### config.mk
export PLATFORM = sky130hd
export DESIGN_NAME = rs_issue_scheduler
export DESIGN_NICKNAME = d
export VERILOG_FILES = /design/src/rtl/rs_issue_scheduler.sv
export SDC_FILE = /design/constraint.sdc
export NUM_CORES = 1
export LEC_CHECK = 0
export ABC_AREA = 1
export CAP_MARGIN = 40
export CORE_AREA = 5 5 197 199
export DETAILED_ROUTE_END_ITERATION = 8
export DIE_AREA = 0 0 202 204
export PLACE_DENSITY = 0.59
export SETUP_SLACK_MARGIN = 0.02
export SLEW_MARGIN = 0
export SYNTH_ARGS = -nofsm -noshare
export SYNTH_HDL_FRONTEND = slang
export SYNTH_SLANG_ARGS = --single-unit
### constraint.sdc
create_clock -name clk -period 3.75 [get_ports clk]
set_input_delay 0.5625 -clock clk [delete_from_list [all_inputs] [get_ports clk]]
set_output_delay 0.5625 -clock clk [all_outputs]
set_load 0.005 [all_outputs]
### src/rtl/rs_issue_scheduler.sv
// Round-robin issue of ready reservation stations into a registered ALU stage,
// plus combinational lowest-free station allocation for dispatch.
module rs_issue_scheduler #(
   parameter int N_RS      = 4,
   parameter int XLEN      = 32,
   parameter int TAG_WIDTH = 32
) (
   input  logic                      clk,
   input  logic                      reset,
   input  logic                      flush,
   input  logic [N_RS-1:0]           rs_busy,
   input  logic [N_RS-1:0]           rs_ready,
   input  logic [N_RS*TAG_WIDTH-1:0] rs_tag,
   input  logic [N_RS*3-1:0]         rs_alu_op,
   input  logic [N_RS*XLEN-1:0]      rs_op1,
   input  logic [N_RS*XLEN-1:0]      rs_op2,
   input  logic                      alloc_req,
   output logic [N_RS-1:0]           alloc_onehot,
   output logic                      alloc_stall,
   output logic [N_RS-1:0]           issue_clear,
   input  logic                      fu_ready,
   output logic                      fu_valid,
   output logic [TAG_WIDTH-1:0]      fu_tag,
   output logic [2:0]                fu_alu_op,
   output logic [XLEN-1:0]           fu_op1,
   output logic [XLEN-1:0]           fu_op2
);

   localparam int PW = (N_RS > 1) ? $clog2(N_RS) : 1;

   logic [PW-1:0]   rr_ptr;
   logic [PW-1:0]   sel;
   logic [PW-1:0]   idx;
   logic            found;
   logic            free_found;
   logic            load;
   logic            do_issue;
   logic [N_RS-1:0] cand;

   assign cand     = rs_busy & rs_ready;
   assign load     = !fu_valid || fu_ready;
   assign do_issue = load && !flush && !reset && found;

   // Search upward from rr_ptr; PW-bit addition gives the wrap for free.
   always_comb begin
      sel   = '0;
      idx   = '0;
      found = 1'b0;
      for (int i = 0; i < N_RS; i++) begin
         idx = rr_ptr + PW'(i);
         if (!found && cand[idx]) begin
            found = 1'b1;
            sel   = idx;
         end
      end
   end

   assign issue_clear = do_issue ? (N_RS'(1) << sel) : '0;

   always_comb begin
      alloc_onehot = '0;
      free_found   = 1'b0;
      for (int i = 0; i < N_RS; i++) begin
         if (!free_found && !rs_busy[i]) begin
            alloc_onehot[i] = alloc_req;
            free_found      = 1'b1;
         end
      end
   end

   assign alloc_stall = alloc_req && (&rs_busy);

   always_ff @(posedge clk) begin
      if (reset) begin
         fu_valid  <= 1'b0;
         fu_tag    <= '0;
         fu_alu_op <= '0;
         fu_op1    <= '0;
         fu_op2    <= '0;
         rr_ptr    <= '0;
      end else if (flush) begin
         fu_valid <= 1'b0;
      end else if (do_issue) begin
         fu_valid  <= 1'b1;
         fu_tag    <= rs_tag[sel*TAG_WIDTH +: TAG_WIDTH];
         fu_alu_op <= rs_alu_op[sel*3 +: 3];
         fu_op1    <= rs_op1[sel*XLEN +: XLEN];
         fu_op2    <= rs_op2[sel*XLEN +: XLEN];
         rr_ptr    <= sel + PW'(1);
      end else if (fu_ready) begin
         fu_valid <= 1'b0;
      end
   end

endmodule

==> run summary <==
Largest net degree at the start of global routing: 135
Die Ht: 204 um
CTS hold repair buffers: 0
# DRC: 0
RePlAce Congestion: 0.861
Num CTS Buffers: 9
Detailed Place HPWL: 30000 um
Synth top cells by count: nand2_1, nand3_1, nor2_1, dfxtp_1, inv_1
Area leader, netlist: nand2_1
Buf+Inv Stages, Crit Path: 2
Top_reg_cell synth: dfxtp_1
Setup crit end kind: output pin
Maximum clock rate: 289 MHz
Antenna violations before repair: 3
Routed WL: 40100 um
Reg2Reg Depth: 15
Root buf cell: clkbuf_16
Core Region: 0.0370 mm2
CP max-delay cell: clkdlybuf4s50_1
CTS tree: done
Placed insts: 2376
Proportion of layout cells with a drive suffix above 1: 2.45%
Sequential share of the synthesized area: 25.4%
Hold path cells: 2
Final setup viols: 0
Full die area: 0.0412 mm2
CTS Sinks: 102
Max stage delay on crit path: 0.60 ns
Most frequent cell after synthesis: nand2_1
Initial Util: 21.7%
Share of the synthesized area in the top cell type: 27.0%
Period Utilization, post-route: 92.4%
Crit path max fanout: 5
Fill count: 4053
Ys Warns: 0
Syn nets: 1896
Minimum clock period: 3.46 ns
Slew Limit Fails: 0
Arrival @ worst endpoint: 2.90 ns
Worst skew pair latency: 0.37 ns
H-tree depth: 3
CP Data Required Time: 3.19 ns
Register-to-register path setup slack: 0.80 ns
RSZ-0062 raised after global routing: false
Max cap viols: 0
PD cells: 382 mW/mm2
Avg Vias per Cell: 4.56
Mapped Area: 0.00804 mm2
Worst path depth: 12
DR iter-0 viols: 517
Syn avg cell area: 5.40 um2
First-pass GRT wire length: 60300 um
ANT nets after route: 0
Final setup TNS: 0 ns
Hold WC Path Type: reg -> reg
Kind of critical path: in -> out
Post-cts gate resize count: 0
Routed vias: 10913
Post-Layout Cell Count: 2393
Nets: 2322
DR pass1 iterations: 5
Vias in the first global route: 10756
Crit path launch type: primary input
CP dominant cell by count: nand2_1
Area of the multi-input gates: 0.00507 mm2
Outcome: completed
WL per Instance: 16.7 um
IO buf count: 517
Slew @ Worst Pin: 0.850 ns
Worst-path clk slew: 0.07 ns
Post-synth cell types: 25
Post CTS Setup Buffer Count: 0
Cell Chain, Critical Path: clkdlybuf4s50_1 > nand2_1 > nand2_1 > nand2_1 > nand2_1 > nand2_2 > nand2_1 > nand2_1 > nand2_1 > nand2_4 > nor3_1 > clkdlybuf4s50_1
CP delay by family, top: buffers and inverters
Synth area leaders: nand2_1, dfxtp_1, nand3_1
# rows: 71
Total track usage: 18.4%
Clk buf depth: 2
Ys async rst share: 0%
Peak supply drop: 0.000356 V
Die width: 202 um
Slew headroom: 43.3%
Post-synth EDFFs: 0
Grt ovf: 0
Synth Instances: 1487
Final Hold Viols: 0
IO Pins: 518
Clk_skew: 0.0138 ns
Storage cell area: 0.00204 mm2
Layout Area Growth over Synthesis: 70.4%
Pleak: 6.29 nW
Synth Register Bits: 102
logic make-up after synthesis:
| family | Yosys count | share of synthesized area [%] |
|---|---|---|
| buf+inv | 195 | 11.9 |
| compound gates | 38 | 2.44 |
| simple gates | 1152 | 60.3 |
| flops | 102 | 25.4 |
per-layer routing:
| layer | routed length, um | global-route usage, % |
|---|---|---|
| met5 | 0 | 0 |
| met2 | 19200 | 32.0 |
| met3 | 3970 | 6.92 |
| met1 | 15400 | 20.4 |
| met4 | 1410 | 7.28 |
final cells by class:
cell class                 count  area share [%]
inverter                      78            2.17
timing repair buffer         532            39.3
clock inverter                 4           0.530
sequential                   102            14.9
clock buffer                  11            1.70
multi-input combinational   1190            37.0
antenna                        2          0.0365
tap                          474            4.33
path summary, 6_finish.rpt:
check,from,to
worst max-delay path,rs_busy[2],issue_clear[0]
worst min-delay path,fu_op1[12],fu_op1[12]
worst max register to register,rr_ptr[0],fu_tag[9]
worst min register to register,fu_op1[12],fu_op1[12]
sequential cells by signal, indices dropped and copies added, names as in the netlist:
register	cells
fu_alu_op	3
fu_op2	32
fu_tag	32
fu_op1	32
rr_ptr	2
fu_valid	1
per-stage QoR:
step | utilization [%] | area [um2] | hold WS (ns) | setup slack (ns) | power [mW]
final | 37.0 | 13700 | 0.528 | 0.286 | 5.23
after global routing | 37.0 | 13700 | 0.544 | 0.117 | 5.68
after CTS | 37.0 | 13700 | 0.515 | 0.278 | 5.33
after detailed placement | 36.1 | 13400 | 0.513 | 0.259 | 4.26
after global placement | 36.1 | 13400 | 0.505 | 0.296 | 4.24
after floorplan | - | 8040 | 0.516 | 1.46 | 3.11
layout by cell type (no fill, tap or decap):
cell type / synthesis / routed
a21boi_4: 0 / 1
a21oi_1: 2 / 2
a21oi_2: 1 / 1
buf_12: 0 / 6
buf_16: 0 / 1
buf_2: 48 / 1
buf_4: 12 / 8
bufinv_16: 0 / 2
clkbuf_1: 36 / 2
clkbuf_16: 0 / 9
clkdlybuf4s50_1: 0 / 516
clkinv_2: 0 / 1
clkinvlp_4: 0 / 1
dfxtp_1: 102 / 102
diode_2: 0 / 2
inv_1: 77 / 76
inv_2: 1 / 1
inv_6: 0 / 1
nand2_1: 578 / 578
nand2_2: 4 / 3
nand2_4: 2 / 2
nand2_8: 0 / 1
nand3_1: 344 / 344
nand3_2: 4 / 3
nand3_4: 0 / 1
nand4_1: 5 / 5
nor2_1: 208 / 208
nor2_2: 1 / 1
nor2_4: 2 / 2
nor3_1: 2 / 2
nor3b_1: 1 / 1
o21ai_0: 34 / 34
or2_2: 1 / 1
power by group:
group          internal [mW]  total (mW)  switching (mW)  leakage [nW]
Combinational           1.21        2.92            1.71          5.31
Sequential              1.21        1.28          0.0683         0.837
Clock                  0.582        1.03           0.452         0.146
worst reg2reg max path, delay by kind of cell (launching register included):
kind | cells | cell delay (ns)
flip-flops | 1 | 0.35
AND/OR/NAND/NOR | 12 | 1.28
buffers and inverters | 3 | 1.26
Power figures use the tool's default switching activity.
